### src/rtl/ula_arbiter.sv
// Round-robin arbiter sharing one combinational ULA between two requesters.
// Optional per-requester completion counters under `ULA_ARB_STATS_EN`.
module ula_arbiter #(
    parameter int W  = 5,
    parameter int SW = 4
) (
    input  logic          clk,
    input  logic          rst,
    input  logic          req0_valid,
    output logic          req0_ready,
    input  logic [SW-1:0] req0_op,
    input  logic [W-1:0]  req0_a,
    input  logic [W-1:0]  req0_b,
    input  logic          req1_valid,
    output logic          req1_ready,
    input  logic [SW-1:0] req1_op,
    input  logic [W-1:0]  req1_a,
    input  logic [W-1:0]  req1_b,
    output logic          rsp0_valid,
    output logic          rsp1_valid,
    input  logic          rsp_ready,
    output logic [W-1:0]  rsp_o,
    output logic          rsp_cout,
    output logic          rsp_zero,
    output logic [SW-1:0] alu_s,
    output logic [W-1:0]  alu_a,
    output logic [W-1:0]  alu_b,
    output logic          alu_r,
    input  logic [W-1:0]  alu_o,
    input  logic          alu_cout,
    input  logic          alu_zero
`ifdef ULA_ARB_STATS_EN
    ,
    output logic [7:0]    ops0_cnt,
    output logic [7:0]    ops1_cnt
`endif
);

    typedef enum logic [1:0] {IDLE, EXEC, RESP} state_t;

    state_t        state;
    logic          prio;
    logic          owner;
    logic [SW-1:0] op_q;
    logic [W-1:0]  a_q;
    logic [W-1:0]  b_q;
    logic          grant0;
    logic          grant1;

    // prio only matters when both requesters are valid in the same cycle
    assign grant0     = req0_valid & (~req1_valid | ~prio);
    assign grant1     = req1_valid & (~req0_valid | prio);
    assign req0_ready = (state == IDLE) & grant0;
    assign req1_ready = (state == IDLE) & grant1;

    assign alu_s = op_q;
    assign alu_a = a_q;
    assign alu_b = b_q;

    always_ff @(posedge clk) begin
        if (rst) begin
            state      <= IDLE;
            prio       <= 1'b0;
            owner      <= 1'b0;
            op_q       <= '0;
            a_q        <= '0;
            b_q        <= '0;
            alu_r      <= 1'b0;
            rsp0_valid <= 1'b0;
            rsp1_valid <= 1'b0;
            rsp_o      <= '0;
            rsp_cout   <= 1'b0;
            rsp_zero   <= 1'b0;
`ifdef ULA_ARB_STATS_EN
            ops0_cnt   <= '0;
            ops1_cnt   <= '0;
`endif
        end else begin
            case (state)
                IDLE: begin
                    if (req0_ready | req1_ready) begin
                        owner <= req1_ready;
                        op_q  <= req1_ready ? req1_op : req0_op;
                        a_q   <= req1_ready ? req1_a  : req0_a;
                        b_q   <= req1_ready ? req1_b  : req0_b;
                        alu_r <= 1'b1;
                        state <= EXEC;
                    end
                end
                EXEC: begin
                    rsp_o      <= alu_o;
                    rsp_cout   <= alu_cout;
                    rsp_zero   <= alu_zero;
                    alu_r      <= 1'b0;
                    rsp0_valid <= ~owner;
                    rsp1_valid <= owner;
                    state      <= RESP;
                end
                RESP: begin
                    if (rsp_ready) begin
                        rsp0_valid <= 1'b0;
                        rsp1_valid <= 1'b0;
                        prio       <= ~owner;
                        state      <= IDLE;
`ifdef ULA_ARB_STATS_EN
                        if (!owner && ops0_cnt != 8'hFF) ops0_cnt <= ops0_cnt + 8'd1;
                        if (owner && ops1_cnt != 8'hFF)  ops1_cnt <= ops1_cnt + 8'd1;
`endif
                    end
                end
                default: state <= IDLE;
            endcase
        end
    end

endmodule

### config.mk
export PLATFORM = sky130hd
export DESIGN_NAME = ula_arbiter
export DESIGN_NICKNAME = d
export VERILOG_FILES = /design/src/rtl/ula_arbiter.sv
export SDC_FILE = /design/constraint.sdc
export NUM_CORES = 1
export LEC_CHECK = 0
export ABC_CLOCK_PERIOD_IN_PS = 2200
export CORE_MARGIN = 2
export CORE_UTILIZATION = 40
export CTS_CLUSTER_SIZE = 40
export DETAILED_ROUTE_END_ITERATION = 10
export PLACE_DENSITY_LB_ADDON = 0.12
export SLEW_MARGIN = 40
export SYNTH_ARGS = -nofsm -noshare
export SYNTH_HDL_FRONTEND = slang
export SYNTH_SLANG_ARGS = --single-unit
### constraint.sdc
create_clock -name clk -period 2.2 [get_ports clk]
set_clock_uncertainty 0.2 [all_clocks]
set_input_delay 0.33 -clock clk [delete_from_list [all_inputs] [get_ports clk]]
set_output_delay 0.33 -clock clk [all_outputs]
set_load 0.02 [all_outputs]
==> Word level (Yosys, flattened, before mapping) <==
Cells that the tools add are included.
{ "classes": {"bitwise_logic": 11, "n_eq_ne": 4, "n_mux": 11, "n_reduce_logical": 8} }
{ "ops": {"columns": ["cell", "n"], "rows": [
  ["$mux 5", 2],
  ["$reduce_and 2->1", 5],
  ["$pmux 1 s2", 3],
  ["$pmux 2 s3", 1],
  ["$and 1x1->1", 4],
  ["$mux 2", 2],
  ["$mux 4", 1],
  ["$not 1->1", 4],
  ["$reduce_bool 2->1", 2],
  ["$or 1x1->1", 3],
  ["$eq 2x1->1 const B", 1],
  ["$eq 2x2->1 const B", 1],
  ["$logic_not 2->1", 1],
  ["$mux 1", 2],
  ["$ne 2x1->1 const B", 1],
  ["$ne 2x2->1 const B", 1]
]} }
{ "totals": {"word_cells": 46, "out_inout_bits": 26, "inputBits": 40, "register_bits": 28} }

==> Longest topological paths before layout <==
{ "logic_depth": {"ltp_word": 7, "ltp_mapped": 7, "mapped_depth_nobuf": 3} }

==> Least setup slack after synthesis <==
No wires, ideal clock.
{ "synth_timing": {"kind": "reg2out", "start": "register state[0]", "end": "output req0_ready", "t_arrival_ns": 1.149, "required_ns": 1.670, "path_stages_with_launch": 4, "slack_ns": 0.521, "path_buffers": 1, "path_cell_list": "dfxtp_1 > nor2_1 > clkbuf_1 > and3_1"} }
{ "synth_via": {"elab_chain_cells": 2} }
{ "synth_lines": {"columns": ["item", "line", "text"], "rows": [
  ["start, declared", "41", "state_t state;"],
  ["start signal, assigned", "62", "state <= IDLE;"],
  ["start signal, assigned", "87", "state <= EXEC;"],
  ["start signal, assigned", "97", "state <= RESP;"],
  ["$logic_not 2->1", "53", "assign req0_ready = (state == IDLE) & grant0;"],
  ["$and 1x1->1", "53", null],
  ["end, declared", "10", "output logic req0_ready,"]
]} }
No other way between the ends.

==> Worst setup path in the final report <==
Ends and elaborated chain as after synthesis.

==> flow_summary.toml <==
[clock_tree]
cts_buffers = 3
cts_hold_buf = 0
root_buffer = "clkbuf_4"
cts_setup_buffers = 0
clock_sinks = 28
clk_pin_slew_ps = 160
cts_tree = "yes"
htreeDepth = 1
clock_path_buffers = 2
clkLatencyLatePin_ps = 350

[global_route]
grt_pass1_wl_um = 5840
grt_pass1_vias = 1320
overflow = 0
track_usage = 0.209
grt_max_degree = 31
antenna_found_initial = 0

[critical_path]
crit_type = "flip-flop to output pin"
end_kind = "output pin"
start_kind = "flip-flop"
path_cells = "nor2_2 > and3_1 > dlygate4sd2_1"
critPathSlowestCell = "dfxtp_1"
required_ps = 1670
cp.arrival_ps = 1500
cpPeakStageDelay_ps = 390
crit_path_max_fanout = 6

[run_status]
status = "complete, no violations"

[logic_synthesis]
synthCells = 151
yosysTopAreaCellShare = 0.424
synth_seq_cells = 28
synth_area_leaders = "dfxtp_1, a311oi_2, a21oi_1, nand4_1, nand2_1"
synth_warnings = 0
synth_nets = 191
yosysUniqueCellTypes = 25
syn_area_per_cell_um2 = 8.76
ys_seq_area_frac = 0.424
syn-cell-area_um2 = 1320
yosysTopAreaCell = "dfxtp_1"

[timing]
finalSetupViolations = 0
clock.fmax_mhz = 494
setup_tns_ps = 0
final_hold_viol_count = 0
maxSlewViolCount = 0
rsz0062_at_grt = "no"
fin_crit_ps = 2030
slew_headroom = 0.536
whs_ps = 246
post-route-period-util = 0.921
tightest_slew_ps = 695

[die]
core-area_um2 = 3100
die-area_um2 = 3780
dieHeight_um = 61.5
io_pins = 66
initial_core_util = 0.426
rows = 20
fp.dieW_um = 61.5

[placement]
placed_cells = 253
gp_congestion = 0.774
dp_hpwl_um = 2730
io_buffers = 65

[detailed_routing]
drtAntennaViolNets = 0
highest_layer = "met4"
routed-wl-met2_um = 1920
drc = 0
met3WireLength_um = 252
drt_pass1_iterations = 4
wl_per_cell_um = 14.7
vias = 1387
routed_via_density = 5.40
totalWireLength_um = 3770
drt_iter0_markers = 35
wl_met1_um = 1540

[power_and_ir_drop]
fin_total_pwr_mw = 1.32
p_leak_nw = 0.726
power_density_nw_per_um2 = 643
vdd.ir_drop.worst_mv = 0.255

[hold_path]
hold_path_class = "flip-flop to flip-flop"

[layout]
antenna_cells = 0
layout_common_cells = "clkdlybuf4s50_1, dfxtp_1, a21oi_1, nand2_1, nand4_1"
drive_gt1_frac = 0.127
final_net_count = 254
mostFrequentLayoutCell = "clkdlybuf4s50_1"
area_delta_synth_final_pct = 54.7
stdcell_count = 257

[job]
drv_cap = 0
-- per-stage QoR --
stage / worst slack (ps) / utilization / area, µm²
5_1_grt: 116 / 0.659 / 2050
6_report: 175 / 0.659 / 2050
4_1_cts: 183 / 0.659 / 2050
3_3_place_gp: -57.8 / 0.648 / 2010
3_5_place_dp: -141 / 0.648 / 2010
2_1_floorplan: 521 / - / 1320
-- flip-flops by register name, summed over array words and instances, names as in the netlist --
| name | count |
|---|---|
| alu_a | 5 |
| alu_b | 5 |
| alu_r | 1 |
| alu_s | 4 |
| owner | 1 |
| prio | 1 |
| rsp0_valid | 1 |
| rsp1_valid | 1 |
| rsp_cout | 1 |
| rsp_o | 5 |
| rsp_zero | 1 |
| state | 2 |
-- cell families after synthesis --
| kind of cell | Yosys count | share of synthesized area |
|---|---|---|
| compound gates | 55 | 0.301 |
| buf+inv | 19 | 0.0766 |
| flops | 28 | 0.424 |
| mux | 1 | 0.00757 |
| simple gates | 48 | 0.191 |
-- where the power goes --
part	internal [mW]	total (mW)	switching, mW	leakage (nW)
registers	0.560	0.591	0.0312	0.231
logic	0.224	0.457	0.233	0.474
clock network	0.102	0.267	0.166	0.0210
-- area by class of cell --
cell class / count / area (µm²)
clock buffers: 4 / 36.3
fillers: 288 / 1060
inverters: 2 / 7.51
multi-input cells: 104 / 663
flip-flops and latches: 28 / 561
well taps: 44 / 55.1
repair buffers: 75 / 723
-- final timing paths --
kind,from,to,slack [ps],cells past startpoint
max reg2reg,state[0],alu_b[3],470,4
min reg2reg,owner,rsp0_valid,250,1
min,owner,rsp0_valid,250,1
max,state[0],req0_ready,170,3
-- critical path: cells and delay by family, from the launching register on --
kind                   cells  cell delay [ps]
and+or+nand+nor            2              400
DFF                        1              390
buffers and inverters      1              360
-- timing repair --
action / in CTS / in global routing
hold endpoints to repair: 0 / 0
setup endpoints to repair: 2 / 0
resized for setup: 2 / 0
-- cells in the mapped netlist --
cell / n
buf_6: 4
o21ai_0: 4
a311oi_2: 10
a21oi_1: 24
or3b_1: 1
nor2b_1: 2
a311oi_1: 4
o21ai_1: 10
and3_1: 1
mux2i_1: 1
or2_1: 1
or3b_2: 1
nand3_1: 1
inv_1: 2
nand4_1: 14
nand2b_1: 3
clkbuf_1: 11
buf_1: 2
and2_4: 1
nand2_1: 17
nand3b_1: 1
dfxtp_1: 28
nor2_1: 5
a21o_1: 1
a211oi_1: 2
-- layer usage --
metal | vias to the layer above | track usage
li1 | 684 | -
met4 | 0 | 0.0912
met5 | - | 0
met2 | 48 | 0.358
met1 | 650 | 0.253
met3 | 5 | 0.0441
No activity file was read; power rests on OpenSTA's default activity.
==> patch 1, RTL diff (same flow settings) <==
Set the parameter `SW` to 5 (it was 4).
--- a/src/rtl/ula_arbiter.sv
+++ b/src/rtl/ula_arbiter.sv
@@ -4,3 +4,3 @@
     parameter int W  = 5,
-    parameter int SW = 4
+    parameter int SW = 5
 ) (
Interface: changed (resized alu_s, req0_op and req1_op); port bits go from 66 to 69. No check against the original RTL was run, so the function may have changed too.
==> patch 1 against the original RTL <==
Wire length increased by 4.9%. Die area increased by 4.9%. Power increased by 18%. Maximum frequency increased by 2.3%. Critical path depth increased by 1. Synthesized cell count increased by 4.0%. Cell area increased by 6.4%. Area after synthesis increased by 5.2%. Setup slack improved by 0.046 ns. Combinational power increased by 5.3%. Sequential cell count increased by 1. Count of clock-buffer cells in the layout increased by 3. Critical endpoint unchanged.
==> patch 1: results (changes against the original RTL) <==
| Metric | Value |
|---|---|
| Status | completed |
| Num CTS Buffers | 5 (+2) |
| First-pass GRT wire length | 6510 um (+11%) |
| Crit path to | req0_ready |
| Largest net degree at the start of global routing | 30 (-3.2%) |
| Share of layout cells above drive strength 1 | 12.9% (+0.21 points) |
| WHS | 0.246 ns (+0.000436 ns) |
| Leakage | 0.000777 uW (+7.0%) |
| Mapped Nets | 199 (+4.2%) |
| Hold Path Cell Cnt | 1 (unchanged) |
| Worst EP arrival | 1.45 ns (-0.05 ns) |
| Vias in the first global route | 1,404 (+6.4%) |
| 1st-pass router iterations | 4 (unchanged) |
| DP Wirelength | 2870 um (+5.3%) |
| Hold Path End | rsp0_valid |
| Max stage delay on crit path | 0.56 ns (+0.17 ns) |
| RD Place Congestion | 0.789 (+1.9%) |
| Top cells by area in the synthesized netlist | dfxtp_1 42%, a311oi_2 11%, a21oi_1 9.0%, nand4_1 6.7%, o21ai_1 5.4% |
| CTS max path bufs | 2 (unchanged) |
| Ys async rst share | 0% (unchanged) |
| R2r endpoint | alu_b[4] |
| Vias | 1,478 (+6.6%) |
| Aggregate routed wire length | 3960 um (+4.9%) |
| Total track usage | 20.7% (-0.26 points) |
| Worst Setup SP | req1_valid |
| Worst Reg2Reg Path Length in Cells | 4 (unchanged) |
| Post-synthesis sequential area ratio | 41.7% (-0.66 points) |
| Origin of the critical flop-to-flop path | state[0] |
| R2R Setup Slk | 0.37 ns (-0.10 ns) |
| Port Buffers | 68 (+4.6%) |
| Hold Path Class | flop to flop |
| Post-DP Area | 2090 um2 (+3.9%) |
| Max rail drop VDD | 0.407 mV (+59%) |
| CP Max Fanout | 5 (-1) |
| Clock latency on the worst-skew pair | 0.32 ns (-0.03 ns) |
| Fin nets | 266 (+4.7%) |
| YS warnings | 0 (unchanged) |
| DR iter-0 viols | 52 (+49%) |
| Area share of the largest cell type after synthesis | 41.7% (-0.66 points) |
| Initial antenna violation count | 0 (unchanged) |
| Post-synth top cells | 29 x dfxtp_1, 25 x a21oi_1, 17 x nand2_1 |
| Slew @ Worst Pin | 0.720 ns (+0.0252 ns) |
| Critical path's top delay family | buffers and inverters |
| Highest-delay cell along the critical path | clkdlybuf4s50_1 |
| Antenna cells | 0 (unchanged) |
| Reg clk slew, reported paths | 0.09 ns (-0.07 ns) |
| CTS H-tree depth | 2 (+1) |
| Cell variety after synth | 27 (+8.0%) |
==> patch 1: stage by stage <==
| stage | util (%) | setup slack, ns | power, uW | cells | setup TNS, ns |
|---|---|---|---|---|---|
| 2_1_floorplan | - | 0.536 | 895 | 157 | 0 |
| 3_3_place_gp | 62.6 | 0.0238 | 1090 | 263 | 0 |
| 3_5_place_dp | 62.6 | -0.0455 | 1100 | 263 | -0.0611 |
| 4_1_cts | 65.2 | 0.229 | 1550 | 271 | 0 |
| 5_1_grt | 65.2 | 0.168 | 1620 | 271 | 0 |
| 6_report | 65.2 | 0.221 | 1550 | 271 | 0 |
==> patch 1: area by class of cell <==
cell class	instances	area, um2
multi-input cells	108	693
well taps	46	57.6
flip-flops and latches	29	581
clock buffers	7	55.1
fillers	304	1160
clock inverters	1	30.0
inverters	2	7.51
repair buffers	78	753
==> patch 1: metal layers <==
| layer | global-route usage, % | share of wire [%] | vias up |
|---|---|---|---|
| met5 | 0 | 0 | - |
| met1 | 24.1 | 42 | 701 |
| met4 | 8.61 | 1.1 | 0 |
| met3 | 5.95 | 6.0 | 4 |
| li1 | - | - | 714 |
| met2 | 35.2 | 51 | 59 |
==> patch 1: repair_timing <==
item                                    CTS  global route
endpoints found under the setup margin    2             0
hold endpoints to repair                  0             0
gates resized for setup                   3             0
buffers inserted                          0             0
==> patch 1: kinds of logic after synthesis <==
kind of cell / after synthesis / share of synthesized area [%]
simple gates: 49 / 18.8
mux: 1 / 0.719
flops: 29 / 41.7
buf+inv: 20 / 8.81
compound gates: 58 / 29.9
==> patch 1: power breakdown <==
part           internal [uW]  switching, uW
logic                    235            246
registers                580           32.4
clock network            271            183
==> patch 1: worst register-to-register path, cell delays in order (launching register included) <==
cell and delay, ns:
dfxtp_1 0.35, buf_4 0.15, or3b_1 0.61, o21ai_1 0.27, a311oi_2 0.13
==> patch 2, RTL diff (same flow settings) <==
Made on the original files. Reset style: asynchronous (`rst`), changed in one clocked block.
--- a/src/rtl/ula_arbiter.sv
+++ b/src/rtl/ula_arbiter.sv
@@ -59,3 +59,3 @@
 
-    always_ff @(posedge clk) begin
+    always_ff @(posedge clk or posedge rst) begin
         if (rst) begin
Formal check against the unedited RTL: differs if rst is asserted again (counterexample within 4 cycles, from zero or initial values and one cycle with rst high); with rst held inactive, the same outputs for 10 cycles.
==> patch 2 against the original RTL <==
First-iteration DRC count down 2.9%. Setup slack lost 0.061 ns. Cell count grew 1.9%. Maximum frequency shrank 2.9%. Sequential cell count stayed put. Wire length shrank 4.3%. Area after synthesis increased by 4.2%. Cell area increased by 6.1%. Register-to-register slack barely moved. Critical path type unchanged. Critical endpoint is now req1_ready.
Power is not compared: it rests on default switching activity, and its combinational part moved more than twofold at a synthesized area within 25%.
==> patch 2: results (changes against the original RTL) <==
| Metric | Value |
|---|---|
| Vias in the first global route | 1,346 (+2.0%) |
| Non-Filler Instances | 262 (+1.9%) |
| Ys async rst share | 100% (+100 points) |
| Leakage | 0.000960 uW |
| Post-synth top flop | dfrtp_1 |
| Top cells by area in the synthesized netlist | dfrtp_1 51%, o311ai_2 9.4%, nand2_1 7.4%, nand4_1 6.4%, o21ai_0 5.8% |
| Clk Tree Root Cell | clkbuf_4 |
| Fin worst setup slack | 0.113 ns (-0.0613 ns) |
| CP Max Fanout | 5 (-1) |
| Share of layout cells above drive strength 1 | 13.4% (+0.75 points) |
| DR iter-0 viols | 34 (-2.9%) |
| Port Buffers | 65 (unchanged) |
| Critical path's top delay family | simple AND/OR/NAND/NOR gates |
| 1st-pass router iterations | 4 (unchanged) |
| Aggregate routed wire length | 3610 um (-4.3%) |
| Syn Area/Cell | 9.57 um2 (+9.2%) |
| Post-CTS Resized | 2 (unchanged) |
| Antenna cells | 0 (unchanged) |
| Largest net degree at the start of global routing | 19 (-39%) |
| Setup Fix Bufs, Post-CTS | 0 (unchanged) |
| Post-synthesis sequential area ratio | 50.9% (+8.5 points) |
| YS warnings | 0 (unchanged) |
| Mapped Nets | 184 (-3.7%) |
| RD Place Congestion | 0.757 (-2.3%) |
| CTS max path bufs | 2 (unchanged) |
| Clock latency on the worst-skew pair | 0.32 ns (-0.03 ns) |
| Cell variety after synth | 23 (-8.0%) |
| Post-synth top cells | 28 x dfrtp_1, 27 x nand2_1, 16 x inv_1, 16 x o21ai_0, 14 x nand4_1 |
| Worst EP arrival | 1.56 ns (+0.06 ns) |
| Max stage delay on crit path | 0.42 ns (+0.03 ns) |
| Status | completed |
| Hold Path Class | input port to async pin |
| Reg clk slew, reported paths | 0.15 ns |
| Initial antenna violation count | 0 (unchanged) |
| DR vias/cell | 5.18 (-4.0%) |
| Highest-delay cell along the critical path | dfrtp_1 |
| CTS H-tree depth | 1 (unchanged) |
| Post-DP Area | 2140 um2 (+6.2%) |
| Max rail drop VDD | 0.614 mV |
| Fill cells | 295 (+2.4%) |
| DP Wirelength | 2830 um (+3.8%) |
| Num CTS Buffers | 3 (unchanged) |
| Slew @ Worst Pin | 0.777 ns (+0.0817 ns) |
| DP Worst Slack | -0.0689 ns (+0.0723 ns) |
| Total track usage | 18.8% (-2.1 points) |
| First-pass GRT wire length | 5920 um (+1.3%) |
patch 2: layer usage:
layer	GRT usage (%)	up-vias	routed length, um	part of all wire, %
met2	34.0	42	1880	52
met4	6.11	0	37	1.0
met3	3.24	4	173	4.8
met1	22.7	661	1520	42
met5	0	-	0	0
li1	-	650	-	-
patch 2: worst register-to-register path, stage by stage, from the launching register on:
cell and delay (ns):
dfrtp_1 0.42, buf_4 0.16, or2_1 0.39, o21ai_0 0.30, o311ai_2 0.15
patch 2: power breakdown:
group / switching (uW) / internal (uW)
logic: 913 / 823
registers: 144 / 775
clock network: 146 / 101
patch 2: cell type report:
| type | instances | area [um2] | share of cell area [%] |
|---|---|---|---|
| tap | 46 | 57.6 | 2.65 |
| inverter | 17 | 63.8 | 2.94 |
| timing repair buffer | 79 | 753 | 34.7 |
| multi-input combinational | 88 | 559 | 25.8 |
| clock buffer | 4 | 36.3 | 1.67 |
| sequential | 28 | 701 | 32.3 |
patch 2: worst paths after layout:
kind / endpoint / depth (start not counted) / slack (ns) / startpoint
worst max-delay path: req1_ready / 3 / 0.11 / state[1]
worst max register to register: alu_a[1] / 4 / 0.47 / state[1]
max in group asynchronous: alu_b[1] / 3 / 1.47 / rst
worst min-delay path: rsp_o[3] / 3 / 0.09 / rst
worst min register to register: rsp_o[3] / 2 / 0.29 / rsp_o[3]
min in group clk: rsp_o[3] / 2 / 0.29 / rsp_o[3]
patch 2: logic make-up (layout without fill, tap and decap cells):
| logic type | after synthesis | count (layout) | synth area share, % |
|---|---|---|---|
| AOI/OAI and AO/OA | 35 | 35 | 21.4 |
| DFF | 28 | 28 | 50.9 |
| buffers and inverters | 28 | 100 | 8.81 |
| and+or+nand+nor | 53 | 53 | 18.9 |
